[src/rtl/player_input_ctrl.sv]
// Direction-input front end: debounced switches plus PS/2 make/break tracking,
// merged into per-player held directions and a latched last-pressed direction.
module player_input_ctrl #(
  parameter int NUM_PLAYERS     = 2,
  parameter int DEBOUNCE_CYCLES = 500000,
  parameter int CNT_W           = 20,
  parameter int SRC_MODE        = 2,
  parameter logic [NUM_PLAYERS*36-1:0] KEYMAP = {
    9'h16B, 9'h172, 9'h174, 9'h175,  // player 1: left, down, right, up (E0 prefix)
    9'h01C, 9'h01B, 9'h023, 9'h01D   // player 0: A, S, D, W
  }
) (
  input  logic                     clock,
  input  logic                     resetn,
  input  logic [4*NUM_PLAYERS-1:0] sw,
  input  logic                     ps2_key_pressed,
  input  logic [7:0]               ps2_key_data,
  output logic [4*NUM_PLAYERS-1:0] dir_held,
  output logic [2*NUM_PLAYERS-1:0] dir_code,
  output logic [NUM_PLAYERS-1:0]   dir_valid,
  output logic [NUM_PLAYERS-1:0]   dir_change
);

  localparam int NB = 4 * NUM_PLAYERS;
  localparam logic [CNT_W-1:0] CNT_LAST = CNT_W'(DEBOUNCE_CYCLES - 1);

  typedef enum logic [1:0] {IDLE, EXT, BRK, EXT_BRK} kb_state_t;

  logic [NB-1:0] stable_bits;
  logic [NB-1:0] key_held_reg;
  logic [NB-1:0] merged;
  logic [NB-1:0] dir_held_reg;
  logic [NB-1:0] dir_held_prev_reg;
  kb_state_t     kb_state_reg;
  logic          kb_make;
  logic          kb_break;
  logic          kb_ext;

  // Per-switch synchroniser and debouncer; stable flips only after a full run
  // of DEBOUNCE_CYCLES cycles disagreeing with it.
  genvar gi;
  generate
    for (gi = 0; gi < NB; gi++) begin : g_sw
      logic             s1_reg;
      logic             s2_reg;
      logic             stable_reg;
      logic [CNT_W-1:0] cnt_reg;

      always_ff @(posedge clock) begin
        if (!resetn) begin
          s1_reg     <= 1'b0;
          s2_reg     <= 1'b0;
          stable_reg <= 1'b0;
          cnt_reg    <= '0;
        end else begin
          s1_reg <= sw[gi];
          s2_reg <= s1_reg;
          if (s2_reg == stable_reg) begin
            cnt_reg <= '0;
          end else if (cnt_reg == CNT_LAST) begin
            stable_reg <= ~stable_reg;
            cnt_reg    <= '0;
          end else begin
            cnt_reg <= cnt_reg + 1'b1;
          end
        end
      end

      assign stable_bits[gi] = stable_reg;
    end
  endgenerate

  always_comb begin
    kb_make  = 1'b0;
    kb_break = 1'b0;
    kb_ext   = 1'b0;
    if (ps2_key_pressed) begin
      case (kb_state_reg)
        IDLE:    kb_make = (ps2_key_data != 8'hE0) && (ps2_key_data != 8'hF0) &&
                           (ps2_key_data != 8'hE1);
        EXT: begin
          kb_ext  = 1'b1;
          kb_make = (ps2_key_data != 8'hF0);
        end
        BRK:     kb_break = 1'b1;
        EXT_BRK: begin
          kb_ext   = 1'b1;
          kb_break = 1'b1;
        end
        default: ;
      endcase
    end
  end

  // Scan-code sequencer; every KEYMAP entry is matched so duplicates all follow.
  always_ff @(posedge clock) begin
    if (!resetn) begin
      kb_state_reg <= IDLE;
      key_held_reg <= '0;
    end else if (ps2_key_pressed) begin
      case (kb_state_reg)
        IDLE: begin
          if (ps2_key_data == 8'hE0)      kb_state_reg <= EXT;
          else if (ps2_key_data == 8'hF0) kb_state_reg <= BRK;
          else                            kb_state_reg <= IDLE;
        end
        EXT:     kb_state_reg <= (ps2_key_data == 8'hF0) ? EXT_BRK : IDLE;
        default: kb_state_reg <= IDLE;
      endcase
      for (int i = 0; i < NB; i++) begin
        if ({kb_ext, ps2_key_data} == KEYMAP[9*i +: 9]) begin
          if (kb_make)       key_held_reg[i] <= 1'b1;
          else if (kb_break) key_held_reg[i] <= 1'b0;
        end
      end
    end
  end

  always_comb begin
    merged = stable_bits | key_held_reg;
    if (SRC_MODE == 0)      merged = stable_bits;
    else if (SRC_MODE == 1) merged = key_held_reg;
  end

  always_ff @(posedge clock) begin
    if (!resetn) begin
      dir_held_reg      <= '0;
      dir_held_prev_reg <= '0;
    end else begin
      dir_held_reg      <= merged;
      dir_held_prev_reg <= dir_held_reg;
    end
  end

  assign dir_held = dir_held_reg;

  // Latch the newest press; release leaves the direction untouched.
  generate
    for (gi = 0; gi < NUM_PLAYERS; gi++) begin : g_latch
      logic [3:0] rise;
      logic [1:0] code_reg;
      logic       valid_reg;
      logic       change_reg;

      assign rise = dir_held_reg[4*gi +: 4] & ~dir_held_prev_reg[4*gi +: 4];

      always_ff @(posedge clock) begin
        if (!resetn) begin
          code_reg   <= 2'd0;
          valid_reg  <= 1'b0;
          change_reg <= 1'b0;
        end else begin
          change_reg <= |rise;
          if (|rise) begin
            valid_reg <= 1'b1;
            if (rise[0])      code_reg <= 2'd0;
            else if (rise[1]) code_reg <= 2'd1;
            else if (rise[2]) code_reg <= 2'd2;
            else              code_reg <= 2'd3;
          end
        end
      end

      assign dir_code[2*gi +: 2] = code_reg;
      assign dir_valid[gi]       = valid_reg;
      assign dir_change[gi]      = change_reg;
    end
  endgenerate

endmodule

[config.mk]
export PLATFORM = sky130hd
export DESIGN_NAME = player_input_ctrl
export DESIGN_NICKNAME = d
export VERILOG_FILES = /design/src/rtl/player_input_ctrl.sv
export SDC_FILE = /design/constraint.sdc
export NUM_CORES = 1
export LEC_CHECK = 0
export ABC_AREA = 1
export BUFFER_PORTS_ARGS = -buffer_cell sky130_fd_sc_hd__clkbuf_2
export CAP_MARGIN = 10
export CORE_ASPECT_RATIO = 1.2
export CORE_MARGIN = 2
export CORE_UTILIZATION = 40
export CTS_CLUSTER_SIZE = 30
export DETAILED_ROUTE_END_ITERATION = 12
export PLACE_DENSITY_LB_ADDON = 0.1
export SLEW_MARGIN = 20
export SYNTH_ARGS = -nofsm -noshare
export SYNTH_HDL_FRONTEND = slang
export SYNTH_SLANG_ARGS = --single-unit
[constraint.sdc]
create_clock -name clock -period 2.15 [get_ports clock]
set_clock_uncertainty 0.1 [all_clocks]
set_input_delay 0.1075 -clock clock [delete_from_list [all_inputs] [get_ports clock]]
set_output_delay 0.1075 -clock clock [all_outputs]
set_load 0.05 [all_outputs]
==> results of run 1 <==
[kinds of logic after synthesis]
group                    after synthesis
AO/OA/AOI/OAI                        116
buffers and inverters                241
adder cells (fa/ha/maj)                8
flip-flops                           218
XOR/XNOR                              61
AND/OR/NAND/NOR                      863
[per-stage QoR]
step / power, mW / cell area [µm²]
after floorplan: 4.24 / 10500
after global placement: 4.31 / 11000
after detailed placement: 4.31 / 11000
after CTS: 8.67 / 12100
after global routing: 8.85 / 12100
final: 8.51 / 12100
[power groups by stage]
stage	registers, mW	logic [mW]	clock network, mW
4_1_cts	4.07	0.179	4.42
3_5_place_dp	4.16	0.149	0
6_report	4.07	0.176	4.26
2_1_floorplan	4.16	0.0876	0
5_1_grt	4.07	0.201	4.58
3_3_place_gp	4.16	0.148	0
[worst max-delay path by stage]
| stage | cells after the start | to | from | slack (ns) |
|---|---|---|---|---|
| CTS | 11 | key_held_reg[3] | ps2_key_data[3] | 0.19 |
| global placement | 9 | g_sw[2].cnt_reg[10] | g_sw[2].cnt_reg[0] | 0.31 |
| detailed placement | 9 | g_sw[2].cnt_reg[18] | g_sw[2].cnt_reg[0] | 0.27 |
| floorplan | 9 | g_sw[0].cnt_reg[14] | g_sw[0].cnt_reg[0] | 0.55 |
| finish | 11 | key_held_reg[3] | ps2_key_data[3] | 0.19 |
| global route | 11 | key_held_reg[3] | ps2_key_data[3] | 0.03 |
[final cells by class]
cell class                 count  area, µm²
fill                        2641      13500
clock buffer                  37        721
multi-input combinational   1048       5160
sequential                   218       4360
timing repair buffer          67        500
clock inverter                 5        100
tap                          330        413
inverter                     219        822
[cells in the mapped netlist]
cell type	instances	area [µm²]
nor3_2	10	100
or2_2	8	50.1
nand3b_1	17	128
nor3b_2	2	25.0
nor4_1	1	6.26
xor2_1	45	394
o21ai_1	3	15.0
nor2_4	4	45.0
nor4_2	1	12.5
ha_1	8	100
a31oi_1	1	6.26
nand2_1	330	1240
dfxtp_1	218	4360
o21bai_4	4	75.1
inv_2	2	7.51
nand4_1	62	388
or2_0	4	25.0
a21oi_1	76	380
buf_2	4	20.0
a21boi_0	1	7.51
inv_1	217	815
or2_4	1	8.76
buf_4	8	60.1
o21ai_0	27	135
buf_1	2	7.51
nor2_1	250	938
nor3_1	80	400
o211ai_1	2	15.0
o21a_1	2	15.0
xnor2_1	16	140
buf_6	4	45.0
and3_1	1	6.26
nor3b_1	4	30.0
nand2_2	8	50.1
nand3_2	2	20.0
nor2_2	10	62.6
nand3_1	68	340
clkbuf_1	4	15.0
[worst max-delay path: cells and delay by family]
family / cells / cell delay (ns)
AO/OA/AOI/OAI: 1 / 0.06
buffers and inverters: 5 / 1.45
AND/OR/NAND/NOR: 5 / 0.63
[per-layer routing]
| layer | vias up | track usage [%] |
|---|---|---|
| met2 | 123 | 29.8 |
| met5 | - | 0 |
| met3 | 33 | 2.70 |
| met4 | 0 | 4.41 |
| met1 | 4139 | 21.1 |
| li1 | 4919 | - |
==> results.sh, run 1 <==
export IMPL_clockPowerShare_pct=50.1
export IMPL_r2r_start="kb_state_reg[0]"
export IMPL_preCtsSetupSlack_ns=0.270
export IMPL_min_path_type="input port to flop"
export IMPL_core_area_um2=25600
export IMPL_arrival_ns=2.25
export IMPL_ys_seq_elements=218
export IMPL_synth_compound_area_share_pct=6.19
export IMPL_slowest_stage="dlygate4sd3_1"
export IMPL_max_slew_margin_pct=70.5
export IMPL_rsz0062_at_grt="false"
export IMPL_status="complete, no violations"
export IMPL_synth_adder_area_share_pct=0.954
export IMPL_dr_max_layer_used="met4"
export IMPL_area_growth_pct=15.1
export IMPL_cap_violations=0
export IMPL_max_freq_mhz=511
export IMPL_post_cts_buffers=0
export IMPL_worstMarginPinSlew_ns=0.441
export IMPL_synthDistinctLibCells=38
export IMPL_grt_pass1_wl_um=40000
export IMPL_tritoncts="built"
export IMPL_holdBufCountCts=23
export IMPL_syn_nets=1534
export IMPL_cts_max_path_buffers=3
export IMPL_maxSlewViolCount=0
export IMPL_cp_required_ns=2.45
export IMPL_vias=9214
export IMPL_insertion_delay_ns=0.52
export IMPL_gp_congestion=0.893
export IMPL_synthSimpleGateAreaFrac_pct=36.9
export IMPL_die_w_um=152
export IMPL_crit_path_start_kind="input port"
export IMPL_p_comb_share_pct=2.1
export IMPL_io_buffers=34
export IMPL_nNetsFinal=1606
export IMPL_period_needed_ns=1.96
export IMPL_powerDensity_nw_per_um2=705
export IMPL_wire_per_inst_um=11.9
export IMPL_internal_power_mw=6.78
export IMPL_power_switching_mw=1.73
export IMPL_syn_inst=1507
export IMPL_end_kind="flop"
export IMPL_final_common_cell="nand2_1"
export IMPL_period_share_pct=91.0
export IMPL_whs_ns=0.0195
export IMPL_ant_nets=0
export IMPL_final_cell_count_no_fill=1924
export IMPL_hold_viol_final=0
export IMPL_pwr_share_seq_pct=47.8
export IMPL_setup_viol=0
export IMPL_met2_length_um=10900
export IMPL_die_area_um2=27500
export IMPL_first_pass_iters=5
export IMPL_ioPinCount=35
export IMPL_drive_above_1_share_pct=8.22
export IMPL_synthMuxAreaShare_pct=0
export IMPL_setup_ws_ns=0.193
export IMPL_antenna_found_initial=0
export IMPL_place_detailed_hpwl_um=16900
export IMPL_drt_total_wl_um=22900
export IMPL_rr_endpoint="key_held_reg[3]"
export IMPL_cts_clk_slew_worst_paths_ns=0.06
export IMPL_yosys_warnings=0
export IMPL_post_route_util_pct=47.1
export IMPL_met1_length_um=10800
export IMPL_sw_frac_of_total_pct=20.3
export IMPL_reg2reg_depth=9
export IMPL_drcViolationCount=0
export IMPL_r2r_slack_ns=0.27
export IMPL_grt_start_max_net_pins=22
export IMPL_routed_wl_met3_um=851
export IMPL_fp_dieH_um=181
export IMPL_final_cell_mix="nand2_1 (330), nor2_1 (250), dfxtp_1 (218)"
export IMPL_antenna_cells=0
export IMPL_start_util_pct=40.9
export IMPL_tns_ns=0
export IMPL_track_usage_pct=16.8
export IMPL_grt_pass1_vias=8824
export IMPL_h_tree_depth=1
export IMPL_synth_top_family_by_area="simple AND/OR/NAND/NOR gates"
export IMPL_largest_reg_flops=160
export IMPL_drt_iter0_markers=501
export IMPL_crit_fanout=6
export IMPL_fp_row_count=64
export IMPL_vias_per_cell=4.79
export IMPL_whs_endpoint="key_held_reg[4]"
export IMPL_holdPathStages=6
export IMPL_cts_repair_resized=0
export IMPL_avgSynthCellArea_um2=6.96
export IMPL_worstPathCellList="dlygate4sd3_1 -> clkbuf_2 -> inv_1 -> nand2_1 -> nor2_1 -> nand2_1 -> nand3_1 -> inv_1 -> nand3_1 -> a21oi_1 -> dlygate4sd3_1"
export IMPL_overflow=0
export IMPL_numCtsBuffers=25
export IMPL_max_stage_delay_ns=0.56
export IMPL_ir_drop_mv=0.432
export IMPL_synth_area_um2=10500
export IMPL_dp_cells=1859
export IMPL_cts_root_buf="clkbuf_16"
export IMPL_yosysSeqAreaShare_pct=41.6
export IMPL_cts_num_sinks=218
export IMPL_crit_type="input port to flop"
export IMPL_power_leakage_nw=4.43
export IMPL_worstHoldStart="ps2_key_data[2]"
export IMPL_synth_xor_area_share_pct=5.09
Power figures use the tool's default switching activity.
==> run 2: changes to the inputs <==
--- a/config.mk
+++ b/config.mk
@@ -13,7 +13,7 @@
 export CORE_UTILIZATION = 40
 export CTS_CLUSTER_SIZE = 30
 export DETAILED_ROUTE_END_ITERATION = 12
-export PLACE_DENSITY_LB_ADDON = 0.1
+export HOLD_SLACK_MARGIN = 0.15
 export SLEW_MARGIN = 20
 export SYNTH_ARGS = -nofsm -noshare
 export SYNTH_HDL_FRONTEND = slang
==> run 2 against run 1 <==
Effect of this change:
- worst setup slack better by 0.049 ns
- sequential share of layout area is 0.38 points lower
- count of clock-buffer cells in the layout unchanged
- via count grew 1.3%
- utilization grew 0.51 points
- first-iteration DRC count fell by 17%
- power up 0.37%
- largest power group unchanged
==> results.sh, run 2 (synthesized netlist as in run 1, its figures left out) <==
export IMPL_status="complete, no violations"
export IMPL_drt_iter0_markers=418
export IMPL_cts_root_buf="clkbuf_16"
export IMPL_antenna_cells=0
export IMPL_die_area_um2=27500
export IMPL_largest_reg_flops=160
export IMPL_worstMarginPinSlew_ns=0.438
export IMPL_grt_start_max_net_pins=38
export IMPL_hold_viol_final=0
export IMPL_setup_viol=0
export IMPL_crit_path_start_kind="input port"
export IMPL_post_cts_buffers=0
export IMPL_track_usage_pct=16.3
export IMPL_crit_fanout=3
export IMPL_insertion_delay_ns=0.51
export IMPL_fp_dieH_um=181
export IMPL_core_area_um2=25600
export IMPL_cts_max_path_buffers=3
export IMPL_drive_above_1_share_pct=8.40
export IMPL_tritoncts="built"
export IMPL_dp_cells=1858
export IMPL_grt_pass1_wl_um=39400
export IMPL_tns_ns=0
export IMPL_final_cell_count_no_fill=1937
export IMPL_h_tree_depth=1
export IMPL_ir_drop_mv=0.404
export IMPL_gp_congestion=0.872
export IMPL_maxSlewViolCount=0
export IMPL_period_share_pct=88.7
export IMPL_fin_area_um2=12200
export IMPL_drcViolationCount=0
export IMPL_final_cell_mix="nand2_1 (329), nor2_1 (250), dfxtp_1 (218)"
export IMPL_use_met1_pct=20.5
export IMPL_vias=9332
export IMPL_overflow=0
export IMPL_preCtsSetupSlack_ns=0.341
export IMPL_period_needed_ns=1.91
export IMPL_setup_ws_ns=0.242
export IMPL_place_detailed_hpwl_um=16600
export IMPL_fp_row_count=64
export IMPL_placed_cell_area_um2=11000
export IMPL_io_buffers=34
export IMPL_nNetsFinal=1616
export IMPL_use_met2_pct=28.9
export IMPL_cap_violations=0
export IMPL_first_pass_iters=4
export IMPL_ant_nets=0
export IMPL_final_common_cell="nand2_1"
export IMPL_area_growth_pct=16.4
export IMPL_start_util_pct=40.9
export IMPL_ioPinCount=35
export IMPL_max_freq_mhz=524
export IMPL_die_w_um=152
export IMPL_crit_type="input port to flop"
export IMPL_vias_per_cell=4.82
export IMPL_cts_clk_slew_worst_paths_ns=0.06
export IMPL_max_slew_margin_pct=70.7
export IMPL_drt_total_wl_um=22500
export IMPL_powerDensity_nw_per_um2=700
export IMPL_power_leakage_nw=4.48
export IMPL_grt_use_met3_pct=2.63
export IMPL_antenna_found_initial=0
export IMPL_wire_per_inst_um=11.6
export IMPL_end_kind="flop"
export IMPL_rsz0062_at_grt="false"
export IMPL_grt_busiest_layer="met2"
export IMPL_grt_pass1_vias=8913
export IMPL_numCtsBuffers=25
export IMPL_arrival_ns=2.21
export IMPL_cts_num_sinks=218
export IMPL_min_path_type="input port to flop"
export IMPL_cp_required_ns=2.45
run 2: worst paths after layout:
check | startpoint | endpoint | slack (ns) | cells past startpoint
max | ps2_key_data[7] | kb_state_reg[0] | 0.24 | 8
min | ps2_key_data[3] | key_held_reg[3] | 0.23 | 6
max reg2reg | kb_state_reg[0] | key_held_reg[6] | 0.30 | 8
min reg2reg | g_sw[6].s1_reg | g_sw[6].s2_reg | 0.31 | 2
run 2: report_power, final:
part	internal, mW	switching [mW]
Sequential	4.06	0.0113
Combinational	0.0793	0.101
Clock	2.67	1.63
run 2: worst max-delay path, cell delays in order:
cell and delay (ns):
dlygate4sd3_1 0.54, clkbuf_2 0.12, nand2_1 0.10, dlygate4sd3_1 0.55
nor3_1 0.04, dlygate4sd3_1 0.54, o21ai_0 0.15, inv_1 0.05
run 2: layout make-up:
cell class                      count  area (µm²)
Fill cell                        2621       13400
Timing Repair Buffer               77         606
Inverter                          219         822
Clock inverter                      8         118
Tap cell                          330         413
Clock buffer                       37         721
Sequential cell                   218        4360
Multi-Input combinational cell   1048        5170
run 2: what timing repair did:
action	4_1_cts	5_1_grt
endpoints found under the hold margin	49	0
resized for setup	0	3
hold buffers	36	0
endpoints found under the setup margin	0	2
run 2: layer usage:
metal | wire, µm | share of wire, %
met1 | 10500 | 47
met3 | 933 | 4.2
met2 | 10600 | 47
met5 | 0 | 0
met4 | 429 | 1.9
run 2: through the flow:
step | utilization, % | hold slack (ns) | power [mW]
final | 47.6 | 0.233 | 8.54
after global routing | 47.6 | 0.265 | 8.86
after CTS | 47.7 | 0.262 | 8.68
after detailed placement | 43.0 | 0.198 | 4.30
after global placement | 43.0 | 0.195 | 4.30
after floorplan | - | 0.105 | 4.24
==> run 3: changes to the inputs <==
--- a/config.mk
+++ b/config.mk
@@ -10,10 +10,11 @@
 export CAP_MARGIN = 10
 export CORE_ASPECT_RATIO = 1.2
 export CORE_MARGIN = 2
-export CORE_UTILIZATION = 40
+export CORE_UTILIZATION = 62
 export CTS_CLUSTER_SIZE = 30
 export DETAILED_ROUTE_END_ITERATION = 12
 export HOLD_SLACK_MARGIN = 0.15
+export PLACE_DENSITY = 0.8
 export SLEW_MARGIN = 20
 export SYNTH_ARGS = -nofsm -noshare
 export SYNTH_HDL_FRONTEND = slang
==> run 3 against run 2 <==
Effect of this change:
- hold slack got worse by 0.019 ns
- worst setup slack got worse by 0.14 ns
- sequential cell count did not move
==> results.sh, run 3 (synthesized netlist as in run 1, its figures left out) <==
export IMPL_crit_type="input port to flop"
export IMPL_setup_viol=0
export IMPL_cts_num_sinks=218
export IMPL_vias_per_cell=5.22
export IMPL_max_stage_delay_ns=0.59
export IMPL_first_pass_iters=5
export IMPL_die_area_um2=18000
export IMPL_use_met1_pct=31.2
export IMPL_period_share_pct=95.1
export IMPL_final_cell_mix="nand2_1 (327), nor2_1 (249), dfxtp_1 (218)"
export IMPL_holdPathStages=7
export IMPL_insertion_delay_ns=0.50
export IMPL_powerDensity_nw_per_um2=679
export IMPL_crit_fanout=4
export IMPL_start_util_pct=62.8
export IMPL_cts_max_path_buffers=3
export IMPL_numCtsBuffers=22
export IMPL_grt_pass1_wl_um=38600
export IMPL_grt_busiest_layer="met2"
export IMPL_area_growth_pct=14.3
export IMPL_io_buffers=34
export IMPL_ioPinCount=35
export IMPL_h_tree_depth=1
export IMPL_totalPowerFinal_mw=8.14
export IMPL_drt_total_wl_um=22000
export IMPL_tns_ns=0
export IMPL_rsz0062_at_grt="false"
export IMPL_end_kind="flop"
export IMPL_grt_use_met3_pct=3.52
export IMPL_wire_per_inst_um=12.1
export IMPL_cts_root_buf="clkbuf_16"
export IMPL_max_freq_mhz=489
export IMPL_r2r_start="g_sw[4].cnt_reg[0]"
export IMPL_worstMarginPinSlew_ns=0.435
export IMPL_cp_common_cell="dlygate4sd3_1"
export IMPL_arrival_ns=2.38
export IMPL_ant_nets=0
export IMPL_worstPathCellList="dlygate4sd3_1 -> inv_1 -> nand2_2 -> nor2_2 -> nand2_1 -> inv_1 -> nand2_1 -> dlygate4sd3_1 -> a21oi_1 -> dlygate4sd3_1"
export IMPL_vias=9479
export IMPL_fp_row_count=52
export IMPL_reg2reg_depth=7
export IMPL_cap_violations=0
export IMPL_power_leakage_nw=4.43
export IMPL_min_path_type="input port to flop"
export IMPL_ir_drop_mv=0.594
export IMPL_fp_dieH_um=147
export IMPL_rr_endpoint="g_sw[4].cnt_reg[2]"
export IMPL_slowest_stage="dlygate4sd3_1"
export IMPL_gp_congestion=0.922
export IMPL_crit_path_start_kind="input port"
export IMPL_grt_start_max_net_pins=41
export IMPL_grt_pass1_vias=9196
export IMPL_antenna_found_initial=0
export IMPL_use_met2_pct=44.3
export IMPL_core_area_um2=16700
export IMPL_period_needed_ns=2.04
export IMPL_drcViolationCount=0
export IMPL_drive_above_1_share_pct=8.44
export IMPL_cts_clk_slew_worst_paths_ns=0.06
export IMPL_nNetsFinal=1612
export IMPL_maxSlewViolCount=0
export IMPL_max_slew_margin_pct=70.9
export IMPL_track_usage_pct=25.1
export IMPL_crit_family="buffers and inverters"
export IMPL_largest_reg_flops=160
export IMPL_antenna_cells=0
export IMPL_status="complete, no violations"
export IMPL_worstHoldStart="ps2_key_data[0]"
export IMPL_whs_endpoint="key_held_reg[5]"
export IMPL_r2r_slack_ns=0.28
export IMPL_cp_required_ns=2.49
export IMPL_die_w_um=123
export IMPL_tritoncts="built"
export IMPL_drt_iter0_markers=586
export IMPL_crit_buf_inv=5
export IMPL_hold_viol_final=0
export IMPL_place_detailed_hpwl_um=15600
export IMPL_overflow=0
export IMPL_final_common_cell="nand2_1"
[run 3: worst max path at each step]
| stage | from | to | slack (ns) | cells after the start |
|---|---|---|---|---|
| global route | ps2_key_data[2] | kb_state_reg[1] | 0.005 | 10 |
| detailed placement | g_sw[4].cnt_reg[0] | g_sw[4].cnt_reg[2] | 0.32 | 7 |
| finish | ps2_key_data[2] | kb_state_reg[1] | 0.11 | 10 |
| floorplan | g_sw[0].cnt_reg[0] | g_sw[0].cnt_reg[14] | 0.55 | 9 |
| CTS | ps2_key_data[1] | kb_state_reg[1] | 0.01 | 11 |
| global placement | g_sw[0].cnt_reg[0] | g_sw[0].cnt_reg[2] | 0.40 | 7 |
[run 3: layout make-up]
| type | count | area [µm²] |
|---|---|---|
| Multi-Input combinational cell | 1048 | 5180 |
| Fill cell | 1347 | 4730 |
| Sequential cell | 218 | 4360 |
| Inverter | 219 | 825 |
| Clock buffer | 32 | 659 |
| Timing Repair Buffer | 76 | 606 |
| Tap cell | 216 | 270 |
| Clock inverter | 7 | 87.6 |
[run 3: timing repair]
action | CTS | global route
setup buffers | 0 | 2
resized for setup | 0 | 12
endpoints found under the setup margin | 0 | 2
hold buffers | 38 | 0
hold endpoints to repair | 58 | 0
[run 3: tightest hold or removal path, cell delays in order]
cell	delay, ns
dlymetal6s4s_1	0.25
inv_2	0.06
nand2_2	0.09
nor2_1	0.06
nand2_1	0.07
o21ai_0	0.09
inv_1	0.05
[run 3: through the flow]
step,instance area [µm²],util (%),setup slack [ns],instances,hold slack (ns)
final,12000,71.7,0.106,1816,0.214
after global routing,12000,71.7,0.00497,1816,0.317
after CTS,12000,71.7,0.0120,1820,0.313
after detailed placement,10900,64.9,0.320,1743,0.191
after global placement,10900,64.9,0.402,1743,0.191
after floorplan,10500,-,0.552,1507,0.105
[run 3: metal layers]
layer	routed length, µm	vias to the layer above
met3	897	49
met1	9730	4297
met2	10900	191
met5	0	-
met4	532	0
li1	-	4942
[run 3: report_power, final]
group / internal, mW / switching, mW / total, mW / leakage (nW)
sequential: 4.06 / 0.0115 / 4.07 / 1.76
combinational: 0.0807 / 0.102 / 0.183 / 2.31
clock: 2.36 / 1.52 / 3.89 / 0.368
total: 6.50 / 1.64 / 8.14 / 4.43
